$ cat config.mk
export PLATFORM = sky130hd
export DESIGN_NAME = div_unit_flat
export DESIGN_NICKNAME = d
export VERILOG_FILES = /design/src/rtl/div_unit_pkg.sv /design/src/rtl/div_unit_if.sv /design/src/rtl/div_unit_step.sv /design/src/rtl/div_unit.sv /design/src/flat_wrapper.sv
export SDC_FILE = /design/constraint.sdc
export NUM_CORES = 1
export LEC_CHECK = 0
export CAP_MARGIN = 40
export CORE_MARGIN = 2
export CORE_UTILIZATION = 35
export DETAILED_ROUTE_END_ITERATION = 6
export SLEW_MARGIN = 5
export SYNTH_ARGS = -nofsm -noshare
export SYNTH_HDL_FRONTEND = slang
export SYNTH_SLANG_ARGS = --single-unit
$ cat constraint.sdc
create_clock -name clk -period 5.4 [get_ports clk]
set_input_delay 0.54 -clock clk [delete_from_list [all_inputs] [get_ports clk]]
set_output_delay 0.54 -clock clk [all_outputs]
set_load 0.01 [all_outputs]
$ cat src/rtl/div_unit_pkg.sv
// div_unit_pkg: shared types and encodings for the iterative divider.
//   div_state_e      : divider FSM state encoding (free, by-zero, on, end)
//   DIV_START/STOP   : start request levels seen on start_i
//   DIV_RESULT_*     : ready_o levels
//   EXE_DIV(U)_OP    : execute-stage opcodes routed to the divider
//   REG_BUS_W/DOUBLE_REG_BUS_W : register bus widths reused for operands/result
package div_unit_pkg;

   localparam int REG_BUS_W        = 32;
   localparam int DOUBLE_REG_BUS_W = 2 * REG_BUS_W;

   typedef enum logic [1:0] {
      DIV_FREE    = 2'b00,
      DIV_BY_ZERO = 2'b01,
      DIV_ON      = 2'b10,
      DIV_END     = 2'b11
   } div_state_e;

   localparam logic DIV_START            = 1'b1;
   localparam logic DIV_STOP             = 1'b0;
   localparam logic DIV_RESULT_READY     = 1'b1;
   localparam logic DIV_RESULT_NOT_READY = 1'b0;

   localparam logic [7:0] EXE_DIV_OP  = 8'b00011010;
   localparam logic [7:0] EXE_DIVU_OP = 8'b00011011;

endpackage

$ cat src/rtl/div_unit_if.sv
// div_unit_if: request/response bundle between the execute stage and the divider.
//   signed_div_i : 1 = signed DIV, 0 = DIVU
//   opdata1_i    : dividend
//   opdata2_i    : divisor
//   start_i      : request level, held until ready_o is seen
//   annul_i      : cancel an in-flight division
//   result_o     : {remainder, quotient}
//   ready_o      : result_o valid
// master = execute stage, slave = divider.
interface div_unit_if #(
   parameter int DATA_W = 32
);
   logic                  signed_div_i;
   logic [DATA_W-1:0]     opdata1_i;
   logic [DATA_W-1:0]     opdata2_i;
   logic                  start_i;
   logic                  annul_i;
   logic [2*DATA_W-1:0]   result_o;
   logic                  ready_o;

   modport master (
      output signed_div_i, opdata1_i, opdata2_i, start_i, annul_i,
      input  result_o, ready_o
   );

   modport slave (
      input  signed_div_i, opdata1_i, opdata2_i, start_i, annul_i,
      output result_o, ready_o
   );
endinterface

$ cat src/rtl/div_unit_step.sv
// div_step: one combinational radix-2 restoring division iteration.
//   rem      : current partial remainder (always < divisor)
//   next_bit : next dividend bit shifted into the partial remainder
//   divisor  : divisor magnitude
//   rem_next : partial remainder after the trial subtraction (restored if negative)
//   q_bit    : quotient bit produced by this iteration
// With DIV_EARLY_OUT_EN defined, it also provides the leading-zero count of
// lz_src on lz (DATA_W when lz_src is zero).
module div_step #(
   parameter int DATA_W = 32
`ifdef DIV_EARLY_OUT_EN
   , parameter int CNT_W = 6
`endif
) (
   input  logic [DATA_W-1:0] rem,
   input  logic              next_bit,
   input  logic [DATA_W-1:0] divisor,
   output logic [DATA_W-1:0] rem_next,
   output logic              q_bit
`ifdef DIV_EARLY_OUT_EN
   , input  logic [DATA_W-1:0] lz_src
   , output logic [CNT_W-1:0]  lz
`endif
);

   // The shifted remainder needs one extra bit: it can reach 2*divisor-1.
   logic [DATA_W:0] shifted;
   logic [DATA_W:0] diff;
   logic            unused_diff_msb;

   always_comb begin
      shifted  = {rem, next_bit};
      diff     = shifted - {1'b0, divisor};
      q_bit    = (shifted >= {1'b0, divisor});
      // Either branch is < divisor, so the top bit is always zero.
      rem_next = q_bit ? diff[DATA_W-1:0] : shifted[DATA_W-1:0];
   end

   assign unused_diff_msb = diff[DATA_W];

`ifdef DIV_EARLY_OUT_EN
   function automatic logic [CNT_W-1:0] count_lz(input logic [DATA_W-1:0] v);
      logic [CNT_W-1:0] n;
      n = CNT_W'(DATA_W);
      // Later (higher) set bits overwrite earlier ones, leaving the MSB's count.
      for (int i = 0; i < DATA_W; i++) begin
         if (v[i]) n = CNT_W'(DATA_W - 1 - i);
      end
      return n;
   endfunction

   assign lz = count_lz(lz_src);
`endif

endmodule

$ cat src/rtl/div_unit.sv
// div_unit: iterative DIV/DIVU unit for the execute stage.
//   clk : rising-edge clock
//   rst : synchronous active-high reset
//   bus : div_unit_if.slave (operands, start/annul, {remainder, quotient}, ready)
// One restoring step per cycle, 32 steps per division; ready_o rises one
// cycle after the FSM reaches END and stays while start_i is held.
// Optional feature macro: DIV_EARLY_OUT_EN -- skips leading zero dividend bits
// (one pre-shift cycle, then 32-lz steps); results are unchanged.
module div_unit
   import div_unit_pkg::*;
#(
   parameter int DATA_W = REG_BUS_W,
   parameter int CNT_W  = 6
) (
   input  logic             clk,
   input  logic             rst,
   div_unit_if.slave        bus
);

   div_state_e             state_reg, state_next;
   logic [CNT_W-1:0]       cnt_reg, cnt_next;
   logic [DATA_W-1:0]      rem_reg, rem_next;      // partial remainder
   logic [DATA_W-1:0]      quo_reg, quo_next;      // dividend shifting out, quotient shifting in
   logic [DATA_W-1:0]      divisor_reg, divisor_next;
   logic                   neg_quot_reg, neg_quot_next;
   logic                   neg_rem_reg, neg_rem_next;
   logic [2*DATA_W-1:0]    result_reg, result_next;
   logic                   ready_reg, ready_next;

   logic [DATA_W-1:0]      op1_abs, op2_abs;
   logic [DATA_W-1:0]      step_rem;
   logic                   step_q;
   logic [DATA_W-1:0]      quo_shifted;

`ifdef DIV_EARLY_OUT_EN
   logic                   prep_reg, prep_next;    // first ON cycle: normalise dividend
   logic [CNT_W-1:0]       lz;
`endif

   div_step #(
      .DATA_W(DATA_W)
`ifdef DIV_EARLY_OUT_EN
      , .CNT_W(CNT_W)
`endif
   ) u_step (
      .rem      (rem_reg),
      .next_bit (quo_reg[DATA_W-1]),
      .divisor  (divisor_reg),
      .rem_next (step_rem),
      .q_bit    (step_q)
`ifdef DIV_EARLY_OUT_EN
      , .lz_src (quo_reg)
      , .lz     (lz)
`endif
   );

   always_ff @(posedge clk) begin
      if (rst) begin
         state_reg    <= DIV_FREE;
         cnt_reg      <= '0;
         rem_reg      <= '0;
         quo_reg      <= '0;
         divisor_reg  <= '0;
         neg_quot_reg <= 1'b0;
         neg_rem_reg  <= 1'b0;
         result_reg   <= '0;
         ready_reg    <= DIV_RESULT_NOT_READY;
`ifdef DIV_EARLY_OUT_EN
         prep_reg     <= 1'b0;
`endif
      end else begin
         state_reg    <= state_next;
         cnt_reg      <= cnt_next;
         rem_reg      <= rem_next;
         quo_reg      <= quo_next;
         divisor_reg  <= divisor_next;
         neg_quot_reg <= neg_quot_next;
         neg_rem_reg  <= neg_rem_next;
         result_reg   <= result_next;
         ready_reg    <= ready_next;
`ifdef DIV_EARLY_OUT_EN
         prep_reg     <= prep_next;
`endif
      end
   end

   always_comb begin
      state_next    = state_reg;
      cnt_next      = cnt_reg;
      rem_next      = rem_reg;
      quo_next      = quo_reg;
      divisor_next  = divisor_reg;
      neg_quot_next = neg_quot_reg;
      neg_rem_next  = neg_rem_reg;
      result_next   = result_reg;
      ready_next    = ready_reg;
`ifdef DIV_EARLY_OUT_EN
      prep_next     = prep_reg;
`endif

      // Magnitudes only for signed requests; 0x80000000 maps onto itself,
      // which is the correct unsigned magnitude.
      op1_abs = (bus.signed_div_i && bus.opdata1_i[DATA_W-1]) ? -bus.opdata1_i : bus.opdata1_i;
      op2_abs = (bus.signed_div_i && bus.opdata2_i[DATA_W-1]) ? -bus.opdata2_i : bus.opdata2_i;
      quo_shifted = {quo_reg[DATA_W-2:0], step_q};

      unique case (state_reg)
         DIV_FREE: begin
            result_next = '0;
            ready_next  = DIV_RESULT_NOT_READY;
            if (bus.start_i == DIV_START && !bus.annul_i) begin
               if (bus.opdata2_i == '0) begin
                  state_next = DIV_BY_ZERO;
               end else begin
                  rem_next      = '0;
                  quo_next      = op1_abs;
                  divisor_next  = op2_abs;
                  neg_quot_next = bus.signed_div_i &
                                  (bus.opdata1_i[DATA_W-1] ^ bus.opdata2_i[DATA_W-1]);
                  neg_rem_next  = bus.signed_div_i & bus.opdata1_i[DATA_W-1];
                  cnt_next      = '0;
                  state_next    = DIV_ON;
`ifdef DIV_EARLY_OUT_EN
                  prep_next     = 1'b1;
`endif
               end
            end
         end

         DIV_BY_ZERO: begin
            rem_next = '0;
            quo_next = '0;
            state_next = bus.annul_i ? DIV_FREE : DIV_END;
         end

         DIV_ON: begin
            if (bus.annul_i) begin
               state_next  = DIV_FREE;
               result_next = '0;
               ready_next  = DIV_RESULT_NOT_READY;
`ifdef DIV_EARLY_OUT_EN
               prep_next   = 1'b0;
            end else if (prep_reg) begin
               prep_next = 1'b0;
               if (quo_reg == '0) begin
                  rem_next   = '0;
                  state_next = DIV_END;
               end else begin
                  // Leading zero bits would only produce zero quotient bits.
                  quo_next = quo_reg << lz;
                  cnt_next = lz;
               end
`endif
            end else begin
               rem_next = step_rem;
               quo_next = quo_shifted;
               cnt_next = cnt_reg + CNT_W'(1);
               if (cnt_reg == CNT_W'(DATA_W - 1)) begin
                  // Final step: apply sign correction on the way into END.
                  quo_next   = neg_quot_reg ? -quo_shifted : quo_shifted;
                  rem_next   = neg_rem_reg  ? -step_rem    : step_rem;
                  state_next = DIV_END;
               end
            end
         end

         DIV_END: begin
            if (bus.annul_i || bus.start_i == DIV_STOP) begin
               state_next  = DIV_FREE;
               result_next = '0;
               ready_next  = DIV_RESULT_NOT_READY;
            end else begin
               result_next = {rem_reg, quo_reg};
               ready_next  = DIV_RESULT_READY;
            end
         end

         default: state_next = DIV_FREE;
      endcase
   end

   assign bus.result_o = result_reg;
   assign bus.ready_o  = ready_reg;

endmodule

$ cat src/flat_wrapper.sv
// flat-port wrapper written by rule: the top's interface ports become plain ports
module div_unit_flat import div_unit_pkg::*;
#(
   parameter int DATA_W = REG_BUS_W,
   parameter int CNT_W  = 6
)
  (clk, rst, bus_signed_div_i, bus_opdata1_i, bus_opdata2_i, bus_start_i, bus_annul_i, bus_result_o, bus_ready_o);
  div_unit_if #(.DATA_W(DATA_W)) bus_i ();
  input  logic clk;
  input  logic rst;
  input wire logic [$bits(bus_i.signed_div_i)-1:0] bus_signed_div_i;
  input wire logic [$bits(bus_i.opdata1_i)-1:0] bus_opdata1_i;
  input wire logic [$bits(bus_i.opdata2_i)-1:0] bus_opdata2_i;
  input wire logic [$bits(bus_i.start_i)-1:0] bus_start_i;
  input wire logic [$bits(bus_i.annul_i)-1:0] bus_annul_i;
  output wire logic [$bits(bus_i.result_o)-1:0] bus_result_o;
  output wire logic [$bits(bus_i.ready_o)-1:0] bus_ready_o;
  assign bus_i.signed_div_i = bus_signed_div_i;
  assign bus_i.opdata1_i = bus_opdata1_i;
  assign bus_i.opdata2_i = bus_opdata2_i;
  assign bus_i.start_i = bus_start_i;
  assign bus_i.annul_i = bus_annul_i;
  assign bus_result_o = bus_i.result_o;
  assign bus_ready_o = bus_i.ready_o;
  div_unit #(.DATA_W(DATA_W), .CNT_W(CNT_W)) u_core (.clk(clk), .rst(rst), .bus(bus_i));
endmodule
==> summary.md <==
| Metric | Value |
|---|---|
| Final TNS setup | `0 ns` |
| Final Non-Filler Cells | `2062` |
| Synth cell types | `94` |
| Die area | `0.03538 mm²` |
| Max-slew headroom | `40.95%` |
| Synthesized area | `0.01186 mm²` |
| Final Wtd Congestion | `0.8785` |
| Total number of vias | `11.52k` |
| DP Cell Count | `2030` |
| Syn nets | `1642` |
| Worst setup EP type | `flip-flop` |
| Max reg flops | `64` |
| Final worst-path cycle share | `94.14%` |
| CP Data Required Time | `5.74 ns` |
| Final net count | `1713` |
| EDFF count, synth | `0` |
| Flop and latch count out of synthesis | `171` |
| Root Driver | `clkbuf_16` |
| CP top delay family | `simple AND/OR/NAND/NOR gates` |
| Async S/R FF share, synth | `0%` |
| TritonCTS clock tree | `done` |
| First-pass GRT wire length | `57750 µm` |
| Ports | `134` |
| Worst path max stage delay | `0.52 ns` |
| Pins over their slew limit | `0` |
| Fmax | `196.7 MHz` |
| Clock slew at reported path FFs | `0.07 ns` |
| Initial antenna violation count | `0` |
| # diodes | `0` |
| Port Buf Inserts | `133` |
| Final setup viols | `0` |
| Multi-input combinational cell area | `0.007719 mm²` |
| Start point of the worst min-delay path | `u_core.divisor_reg[31]` |
| Num Clock Sinks | `171` |
| Crit Path Max Fanout | `12` |
| Top-area cell type share of the netlist area | `28.86%` |
| H-tree Lvls | `4` |
| Crit path DAT | `5.42 ns` |
| Bufs and invs on worst path | `0` |
| Worst path cell trace | `ha_1 > and2_4 > a311o_1 > o2111ai_1 > a31oi_1 > or3_4 > o21ai_0 > ha_1 > nand4b_4 > or4b_4 > or3_4 > o41ai_4 > and4_4 > a31oi_1 > xnor2_1 > a22o_1` |
| Final Hold Fails | `0` |
| Area grow syn2layout | `18.42%` |
| Area leader, netlist | `dfxtp_1` |
| Hold WC Path Type | `flip-flop to flip-flop` |
| Crit path time final | `5.084 ns` |
| Num rows | `67` |
| Tot Pwr | `0.005967 W` |
| Maximum vdd drop | `0.0002774 V` |
| Unrepaired setup endpoints after global routing | `false` |
| CP max stage cell | `or4b_4` |
| Cells after Synth | `1530` |
| Yosys warning total | `0` |
| Total congestion overflow | `0` |
| CTS max path bufs | `2` |
| Max_cap viols | `0` |
| Core ar. | `0.03345 mm²` |
| Startpoint type of the worst setup path | `flip-flop` |
| Post-DP HPWL | `26820 µm` |
| Beginning of the worst register-to-register path | `u_core.rem_reg[3]` |
| Crit path from | `u_core.rem_reg[3]` |
| Largest cells by area after synthesis | `dfxtp_1 (29%), nor2_1 (7.1%), xor2_1 (5.9%)` |
| Post-Route WL | `36100 µm` |
| First DRT Iteration DRCs | `771` |
| Gr usage total | `20.17%` |
| Per-cell routed wire length | `17.51 µm` |
| Ys flop type | `dfxtp_1` |
| Vias in the first global route | `10.99k` |
| Worst skew pair latency | `0.45 ns` |
| Routed Antenna Nets | `0` |
| Run status | `finished, final reports clean` |
| # DRC | `0` |
| Vias/cell | `5.587` |
| CP Class | `flip-flop to flip-flop` |
| Sequential element share of the synthesized area | `28.86%` |
| Register Area | `0.003423 mm²` |
| FILL cells | `3440` |
| Area of placed instances | `0.01342 mm²` |
| Static leakage power | `5.075 nW` |
| Clock skew | `0.01364 ns` |
| Post-CTS Setup Repair Bufs | `0` |
| Least-Margin Pin Slew | `0.8747 ns` |
| Pwr/cell area | `424.8 mW/mm²` |
| Iteration count of the initial detailed-routing pass | `5` |
| Die extent in y | `188.1 µm` |
| Finished Cell Area | `0.01405 mm²` |
| Initial Utilization | `35.46%` |
| Fraction of layout cells with a size suffix above 1 | `5.700%` |
| Avg Inst Size Synth | `7.753 µm²` |
| CTS buffer count | `17` |
| Die X | `188.1 µm` |
| Largest net degree at the start of global routing | `68` |
layer usage:
| metal | track usage (%) | share of wire, % |
|---|---|---|
| met5 | 0 | 0 |
| met4 | 6.753 | 2.5 |
| met3 | 3.257 | 4.1 |
| met2 | 36.03 | 50 |
| met1 | 24.51 | 43 |
worst reg2reg max path: stages (launching register included):
cell and delay (ns):
dfxtp_1 0.46, ha_1 0.40, and2_4 0.20, a311o_1 0.39, o2111ai_1 0.27, a31oi_1 0.14
or3_4 0.49, o21ai_0 0.23, ha_1 0.26, nand4b_4 0.12, or4b_4 0.52, or3_4 0.35
o41ai_4 0.34, and4_4 0.32, a31oi_1 0.12, xnor2_1 0.18, a22o_1 0.20
final timing paths:
check / endpoint / slack, ns / depth (start not counted)
worst max-delay path: u_core.rem_reg[26] / 0.32 / 16
worst min-delay path: u_core.divisor_reg[31] / 0.47 / 2
worst max register to register: u_core.rem_reg[26] / 0.32 / 16
worst min register to register: u_core.divisor_reg[31] / 0.47 / 2
placed cells by master, fill, tap and decap left out, types with 37 or more instances in the layout:
cell type        netlist  final
a211oi_1              37     37
xnor2_1               58     58
nand2_1              103    103
inv_1                 58     58
nor2_1               225    223
ha_1                  42     42
dfxtp_1              171    171
a22oi_1               76     76
o21ai_0               76     76
clkdlybuf4s50_1        0    132
a21oi_1              101    101
nor3_1                38     38
xor2_1                80     80
Yosys cell counts, types with 7 or more instances:
library cell and count:
nor3_1 38, o41ai_1 12, clkbuf_1 81, nor2b_1 8
xnor2_1 58, buf_6 9, o31ai_1 18, xor2_1 80
or3_1 15, dfxtp_1 171, o21ai_0 76, nand4_1 18
and2_1 9, nand3_1 26, nor4_1 16, o221ai_1 27
a21oi_1 101, nor2_1 225, o21ai_1 8, or4_1 15
a211oi_1 37, ha_1 42, nand2_1 103, o211ai_1 10
a22oi_1 76, a21o_1 7, inv_1 58, a31oi_1 16
nand2b_1 17, mux2i_1 18, a22o_1 14
layout make-up:
cell class	instances	area share, %
multi-input cells	1197	54.95
flip-flops and latches	171	24.37
repair buffers	155	10.69
well taps	448	3.991
clock buffers	17	3.029
inverters	59	1.577
clock inverters	15	1.390
cells by family after synthesis:
logic type      Yosys count  share of synthesized area [%]
compound gates          461                          26.55
xor+xnor                138                          10.19
fa+ha+maj                43                          4.599
buf+inv                 162                          6.255
flops                   171                          28.86
mux                      20                          1.709
simple gates            535                          21.84
power breakdown:
part | total, W | switching (W) | leakage [nW] | internal, W
Sequential | 0.00165 | 0.000210 | 1.39 | 0.00144
Combinational | 0.00302 | 0.00193 | 3.39 | 0.00110
Clock | 0.00130 | 0.000624 | 0.296 | 0.000672
Total | 0.00597 | 0.00276 | 5.08 | 0.00321
stage by stage:
| step | hold slack [ns] | util, % | setup WS, ns |
|---|---|---|---|
| 3_5_place_dp | 0.4650 | 40.13 | 0.2043 |
| 5_1_grt | 0.4851 | 41.99 | 0.06662 |
| 4_1_cts | 0.4767 | 41.98 | 0.1811 |
| 2_1_floorplan | 0.4319 | - | 0.02976 |
| 6_report | 0.4746 | 41.99 | 0.3162 |
| 3_3_place_gp | 0.4521 | 40.08 | 0.3081 |
repair_timing:
action / 4_1_cts / 5_1_grt
gates resized for setup: 0 / 1
hold buffers: 0 / 0
endpoints found under the setup margin: 0 / 4
No activity file was read; power rests on OpenSTA's default activity.
